`src/rtl/onehot_seq_pkg.sv`:
```
// Shared bounds and modulus helpers for the one-hot sequencing counter.
package onehot_seq_pkg;

    localparam int unsigned N_MIN = 2;
    localparam int unsigned N_MAX = 64;

    // Out-of-range moduli fall back to the full length so the sequence never stalls.
    function automatic int unsigned eff_mod(input int unsigned modulus, input int unsigned n);
        if (modulus >= 2 && modulus <= n) begin
            return modulus;
        end
        return n;
    endfunction

    function automatic int unsigned half_ceil(input int unsigned m);
        return (m + 1) / 2;
    endfunction

endpackage

```
`src/rtl/onehot_decode.sv`:
```
// Combinational binary-to-one-hot decoder feeding the q register.
module onehot_decode
    import onehot_seq_pkg::*;
#(
    parameter int unsigned N     = 10,
    parameter int unsigned CNT_W = $clog2(N)
) (
    input  logic [CNT_W-1:0] bin_i,
    output logic [N-1:0]     onehot_o
);

    always_comb begin
        onehot_o = '0;
        for (int i = 0; i < int'(N); i++) begin
            if (bin_i == CNT_W'(i)) begin
                onehot_o[i] = 1'b1;
            end
        end
    end

endmodule

```
`src/rtl/onehot_seq_counter.sv`:
```
// Programmable-modulus one-hot sequencing counter with preload, carry and terminal count.
// Down-counting is built only when ONEHOT_SEQ_COUNTER_UPDOWN_EN is defined.
module onehot_seq_counter
    import onehot_seq_pkg::*;
#(
    parameter int unsigned N     = 10,
    parameter int unsigned CNT_W = $clog2(N),
    parameter int unsigned MOD_W = $clog2(N + 1)
) (
    input  logic             clk,
    input  logic             reset,
    input  logic             enable,
    input  logic             dir,
    input  logic [MOD_W-1:0] modulus,
    input  logic             load,
    input  logic [CNT_W-1:0] load_val,
    output logic [CNT_W-1:0] count,
    output logic [N-1:0]     q,
    output logic             carry_out,
    output logic             tc
);

    // One extra bit keeps M_eff itself representable when N is a power of two.
    localparam int unsigned AW = CNT_W + 1;

    if (N < N_MIN || N > N_MAX) begin : g_bad_n
        $error("onehot_seq_counter: N out of range");
    end

    logic [CNT_W-1:0] count_q, count_d;
    logic [N-1:0]     q_q, q_d;
    logic             carry_q, carry_d;
    logic             tc_q, tc_d;

    logic [AW-1:0]    m_eff;
    logic [AW-1:0]    half;
    logic [AW-1:0]    cnt_ext;
    logic             upd;

    assign m_eff   = AW'(eff_mod(32'(modulus), N));
    assign half    = AW'(half_ceil(32'(m_eff)));
    assign cnt_ext = {1'b0, count_q};

`ifndef ONEHOT_SEQ_COUNTER_UPDOWN_EN
    logic dir_unused;
    assign dir_unused = dir;
`endif

    always_comb begin
        count_d = count_q;
        tc_d    = 1'b0;
        upd     = 1'b0;
        if (load) begin
            upd = 1'b1;
            if ({1'b0, load_val} < m_eff) begin
                count_d = load_val;
            end else begin
                count_d = '0;
            end
        end else if (enable) begin
            upd = 1'b1;
`ifdef ONEHOT_SEQ_COUNTER_UPDOWN_EN
            if (dir) begin
                if (cnt_ext == '0 || cnt_ext >= m_eff) begin
                    count_d = CNT_W'(m_eff - AW'(1));
                    tc_d    = 1'b1;
                end else begin
                    count_d = count_q - CNT_W'(1);
                end
            end else
`endif
            begin
                // Covers both the normal wrap and a count stranded above a shrunken modulus.
                if (cnt_ext >= m_eff - AW'(1)) begin
                    count_d = '0;
                    tc_d    = 1'b1;
                end else begin
                    count_d = CNT_W'(cnt_ext + AW'(1));
                end
            end
        end
        // Holding keeps carry as it was, so a modulus change while idle is not applied retroactively.
        carry_d = upd ? ({1'b0, count_d} < half) : carry_q;
    end

    onehot_decode #(
        .N     (N),
        .CNT_W (CNT_W)
    ) u_decode (
        .bin_i    (count_d),
        .onehot_o (q_d)
    );

    always_ff @(posedge clk) begin
        if (reset) begin
            count_q <= '0;
            q_q     <= N'(1);
            carry_q <= 1'b1;
            tc_q    <= 1'b0;
        end else begin
            count_q <= count_d;
            q_q     <= q_d;
            carry_q <= carry_d;
            tc_q    <= tc_d;
        end
    end

    assign count     = count_q;
    assign q         = q_q;
    assign carry_out = carry_q;
    assign tc        = tc_q;

endmodule

```
`config.mk`:
```
export PLATFORM = sky130hd
export DESIGN_NAME = onehot_seq_counter
export DESIGN_NICKNAME = d
export VERILOG_FILES = /design/src/rtl/onehot_seq_pkg.sv /design/src/rtl/onehot_decode.sv /design/src/rtl/onehot_seq_counter.sv
export SDC_FILE = /design/constraint.sdc
export NUM_CORES = 1
export LEC_CHECK = 0
export BUFFER_PORTS_ARGS = -buffer_cell sky130_fd_sc_hd__buf_4
export CELL_PAD_IN_SITES_DETAIL_PLACEMENT = 1
export CELL_PAD_IN_SITES_GLOBAL_PLACEMENT = 1
export CORE_MARGIN = 2
export CORE_UTILIZATION = 34
export CTS_CLUSTER_SIZE = 25
export DETAILED_ROUTE_END_ITERATION = 7
export GPL_TIMING_DRIVEN = 1
export PLACE_DENSITY = 0.82
export SYNTH_ARGS = -nofsm -noshare
export SYNTH_HDL_FRONTEND = slang
export SYNTH_SLANG_ARGS = --single-unit
```
`constraint.sdc`:
```
create_clock -name clk -period 3.3 [get_ports clk]
set_clock_uncertainty 0.15 [all_clocks]
set_input_delay 0.165 -clock clk [delete_from_list [all_inputs] [get_ports clk]]
set_output_delay 0.165 -clock clk [all_outputs]
set_load 0.03 [all_outputs]
```
# Word level (Yosys, flattened, before mapping)
# Index checks and enable logic that the tools add are counted.
# classes
n_reduce_logical	3
addsub	3
magnitude_cmp	5
eq_ne	9
n_mux	20
bitwise_logic	1
# op_table
operator	n
4-bit two-way mux	5
4-bit by 3-bit equality test with 1-bit output, second input constant	4
1-bit two-way mux	14
4-bit by 5-bit < comparator with 1-bit output	2
4-bit by 2-bit equality test with 1-bit output, second input constant	2
4-bit equality test, second input constant	2
5-bit by 1-bit adder with 6-bit output, second input constant	1
4-bit by 5-bit greater-or-equal comparator with 1-bit output	1
5-bit two-way mux	1
5-bit by 1-bit subtractor with 5-bit output, second input constant	1
4-bit by 1-bit adder with 4-bit output, second input constant	1
4-bit by 1-bit equality test with 1-bit output, second input constant	1
4-bit by 2-bit greater-or-equal comparator with 1-bit output, second input constant	1
4-bit <= comparator, second input constant	1
4-bit logical NOT	1
3-bit OR reduction	1
1-bit logical AND	1
1-bit NOT	1
# word_totals
out_inout_bits	16
word_cells	45
register_bits	16
inputBits	13

# Logic depth before layout (Yosys ltp)
# depth
ltp_word	11
depth_mapped	16
ltp_nobuf	16

# Cells and area by module
# From an unflattened synthesis, not the netlist that was laid out.
# hier_totals
cells_unflattened	120
hier_area_um2	1212.4
# modules_own_cells
module	seq_area_each_um2	cells_each	area_per_inst_um2	n_inst
onehot_seq_counter	320.3	106	1013.5	1
onehot_decode	0.0	14	198.9	1

# Least setup slack after synthesis
# No wires, ideal clock.
# synth_timing
path_kind	input -> register
from	input port modulus[1]
to	register carry_q, in the netlist carry_out
required_ns	3.076
arrival_time_ns	2.996
path_slack_ns	0.079
n_path_buf	0
setup_time_ns	0.074
stages	15
cell_sequence	or3b_1 > nand2_1 > nand2_1 > ha_1 > xnor2_1 > ha_1 > nand2_1 > o21ai_0 > a41oi_2 > a22o_1 > ha_1 > a21o_1 > a211oi_1 > nand2_1 > o21ai_0
# synth_between
elab_chain_cells	10
word_cells_on_any_way	15
classes_between	add/sub (2); order compare (5); mux (7); reduce/logical (1)
# synth_lines
item	line	source
start, declared	onehot_seq_counter.sv:14	input logic [MOD_W-1:0] modulus,
4-bit by 2-bit greater-or-equal comparator with 1-bit output or 4-bit <= comparator (tied branches)	onehot_seq_pkg.sv:9	if (modulus >= 2 && modulus <= n) begin
1-bit logical AND	onehot_seq_pkg.sv:9	
4-bit two-way mux or 1-bit two-way mux (tied branches)	onehot_seq_pkg.sv:9	
5-bit two-way mux *	onehot_seq_pkg.sv:12	return n;
5-bit by 1-bit subtractor with 5-bit output	onehot_seq_counter.sv:74	if (cnt_ext >= m_eff - AW'(1)) begin
4-bit by 5-bit greater-or-equal comparator with 1-bit output	onehot_seq_counter.sv:74	
4-bit two-way mux	onehot_seq_counter.sv:74	
4-bit two-way mux	onehot_seq_counter.sv:60	end else if (enable) begin
4-bit two-way mux *	onehot_seq_counter.sv:53	if (load) begin
net count_d[2]	onehot_seq_counter.sv:30	logic [CNT_W-1:0] count_q, count_d;
4-bit by 5-bit < comparator with 1-bit output *	onehot_seq_counter.sv:83	carry_d = upd ? ({1'b0, count_d} < half) : carry_q;
end signal, assigned	onehot_seq_counter.sv:103	carry_q <= carry_d;
end, declared	onehot_seq_counter.sv:32	logic carry_q, carry_d;
# The timed path passes the listed nets; every way through them passes the cells marked *.
# A chain may end at the register's enable or synchronous reset.

# Worst setup path after layout
# layout_timing
from	input port modulus[2]
to	register carry_q, in the netlist carry_out
# The elaborated chain is that of the path after synthesis.

==> results.sh <==
export IMPL_p_switching_mw=0.187
export IMPL_synth_flop_cell="dfxtp_1"
export IMPL_cts_tree="yes"
export IMPL_layout_nets=182
export IMPL_grt_pass1_vias=1065
export IMPL_worstMarginPinSlew_ps=508
export IMPL_cp_required_ps=3370
export IMPL_clk_pin_slew_ps=90
export IMPL_grt_first_pass_wirelength_um=5250
export IMPL_dieArea_um2=3460
export IMPL_layout_min_cycle_time_ps=3110
export IMPL_power_frac_clock=0.229
export IMPL_synth_nets=136
export IMPL_yosysSeqAreaShare=0.314
export IMPL_power_frac_seq=0.382
export IMPL_drc=1
export IMPL_drtPass1Iterations=6
export IMPL_switching_share=0.338
export IMPL_synth_adder_area_share=0.147
export IMPL_relSlewSlack=0.662
export IMPL_leakagePower_nw=0.719
export IMPL_crit_type="input port to register"
export IMPL_hpwl_um=2560
export IMPL_critPathSlowestCell="ha_1"
export IMPL_synth_mux_area_frac=0.0110
export IMPL_crit_fanout=6
export IMPL_die_h_um=58.8
export IMPL_critPathCaptureType="register"
export IMPL_grt_max_degree=15
export IMPL_yosys_warnings=0
export IMPL_syn_avg_cell_area_um2=9.20
export IMPL_synth_xor_area_share=0.0515
export IMPL_fillers=337
export IMPL_antenna_found_initial=0
export IMPL_root_buffer="clkbuf_4"
export IMPL_syn_area_um2=1020
export IMPL_cts_buffer_depth=2
export IMPL_dp_cells=181
export IMPL_drtIter0Drc=34
export IMPL_ys_async_sr_fraction=0
export IMPL_synthCells=111
export IMPL_hp_class="input port to register"
export IMPL_rows=19
export IMPL_htreeDepth=1
export IMPL_outcome="finished, violations left"
export IMPL_synth_top_area_frac=0.314
export IMPL_power_internal_mw=0.367
export IMPL_port_buffers=27
export IMPL_slew_violations=0
export IMPL_yosysMostFrequentCell="dfxtp_1"
export IMPL_wirelength_um=3220
export IMPL_io_pins=29
export IMPL_areaGrowthSynthToFinish_pct=42.4
export IMPL_finalHoldViolCount=0
export IMPL_vias=1018
export IMPL_setup_viol=0
export IMPL_synth_compound_area_share=0.211
export IMPL_floorplan_initialDensity=0.364
export IMPL_drive_gt1_frac=0.378
export IMPL_power_mw=0.554
export IMPL_clk_latency_ps=280
export IMPL_max_freq_ghz=0.322
export IMPL_pwr_share_comb=0.389
export IMPL_power_density_nw_per_um2=381
export IMPL_fin_crit_sh=0.942
export IMPL_cp_num_buf_inv=4
export IMPL_fin_cells=187
export IMPL_ys_seq_elements=16
export IMPL_drtAntennaViolNets=0
export IMPL_cp_arrival_ps=3180
export IMPL_grtUsageTotal=0.199
export IMPL_drv_cap=0
export IMPL_viasPerCell=5.44
export IMPL_synthTopCellsByCount="16 x dfxtp_1, 12 x ha_1, 11 x nor4_1"
export IMPL_cp_cell_sequence="buf_4 -> buf_4 -> xor2_1 -> nand2_1 -> ha_1 -> ha_1 -> nand2_1 -> o21ai_2 -> a41oi_2 -> buf_4 -> a22oi_4 -> inv_4 -> ha_1 -> a21o_1 -> a211oi_2 -> nand2_1 -> o21ai_1"
export IMPL_cp_top_family="compound AO/OA/AOI/OAI gates"
export IMPL_synth_edf_count=0
export IMPL_cp_start_kind="input port"
export IMPL_yosys_area_share_simple=0.216
export IMPL_post_place_ws_ps=-382
export IMPL_routabilityCongestion=0.798
export IMPL_worst_slack_ps=190
export IMPL_core_area_um2=2810
export IMPL_ir_worst_vdd_mv=0.261
export IMPL_slowest_delay_ps=350
export IMPL_grt_overflow=0
export IMPL_antenna_cells=0
export IMPL_synth_top_family_by_area="simple AND/OR/NAND/NOR gates"
export IMPL_numCtsBuffers=3
export IMPL_synth_cell_types=39
export IMPL_wl_per_cell_um=17.2
export IMPL_synthTopCellsByArea="dfxtp_1 31%, ha_1 15%, nor4_1 6.7%, xnor2_1 3.4%, inv_1 3.3%"
export IMPL_violations="design-rule violations"
export IMPL_die_w_um=58.8
export IMPL_clkSinkCount=16
export IMPL_synth_top_area_cell="dfxtp_1"
-- repair_timing --
action	in CTS	in global routing
endpoints found under the setup margin	1	1
resized for setup	1	9
hold endpoints to repair	1	0
buffers inserted	0	1
hold buffers	1	0
pin swaps	1	8
-- state kept, by name, summed over array words and instances, names as in the netlist --
register   count
q             10
count          4
carry_out      1
tc             1
-- logic make-up after synthesis --
logic type | Yosys count
AND/OR/NAND/NOR | 38
AO/OA/AOI/OAI | 25
flip-flops | 16
adder cells (fa/ha/maj) | 12
buffers and inverters | 12
XOR/XNOR | 6
other | 1
multiplexers | 1
-- through the flow --
step | utilization | instance area (um^2) | hold slack, ps | TNS, ps
after detailed placement | 0.485 | 1360 | 229 | -382
after global placement | 0.485 | 1360 | 220 | -177
after floorplan | - | 1020 | 92.4 | 0
final | 0.518 | 1450 | 23.2 | 0
after global routing | 0.518 | 1450 | 21.4 | -17.3
after CTS | 0.501 | 1410 | 0.911 | 0
-- cell type report --
cell class | instances | area [um^2] | share of cell area
clock buffer | 4 | 36.3 | 0.0250
inverter | 10 | 40.0 | 0.0275
multi-input combinational | 83 | 693 | 0.477
sequential | 16 | 320 | 0.220
tap | 31 | 38.8 | 0.0267
timing repair buffer | 43 | 325 | 0.224
-- power groups by stage --
| stage | Sequential (mW) | Clock (mW) | Combinational, mW |
|---|---|---|---|
| final | 0.212 | 0.127 | 0.216 |
| after global routing | 0.213 | 0.141 | 0.236 |
| after CTS | 0.212 | 0.131 | 0.203 |
| after detailed placement | 0.216 | 0 | 0.201 |
| after global placement | 0.215 | 0 | 0.188 |
| after floorplan | 0.236 | 0 | 0.0943 |
-- layout by cell type (no fill, tap or decap), types with 2 or more instances in the layout --
cell and count:
xor2_1 2, nor2b_1 5, nand2_1 7, and2_1 2
a21oi_1 3, dfxtp_1 16, ha_1 11, nor2_1 3
nor4_1 11, inv_1 9, xnor2_1 3, buf_4 42
a22o_1 3, clkbuf_4 3, a32oi_1 2, a21o_1 3
-- metal layers --
layer	vias up	GRT usage	wire length [um]	share of wire
li1	496	-	-	-
met1	497	0.243	1390	0.43
met2	23	0.373	1720	0.53
met3	2	0.0396	103	0.032
met4	0	0.0162	8	0.0025
met5	-	0	0	0
-- worst reg2reg max path: stages, from the launching register on --
cell and delay [ps]:
dfxtp_1 450, inv_1 70, ha_1 280, nor2b_1 50, o21ai_2 150, a41oi_2 190, buf_4 190, a22oi_4 190
inv_4 50, ha_1 190, a21o_1 190, a211oi_2 240, nand2_1 100, o21ai_1 140
-- final timing paths --
path / slack [ps] / cells after the start / endpoint / start
max: 190 / 17 / carry_out / modulus[2]
min: 20 / 2 / q[6] / reset
max reg2reg: 630 / 13 / carry_out / count[0]
min reg2reg: 380 / 2 / carry_out / carry_out
(Power assumes the default switching activity.)
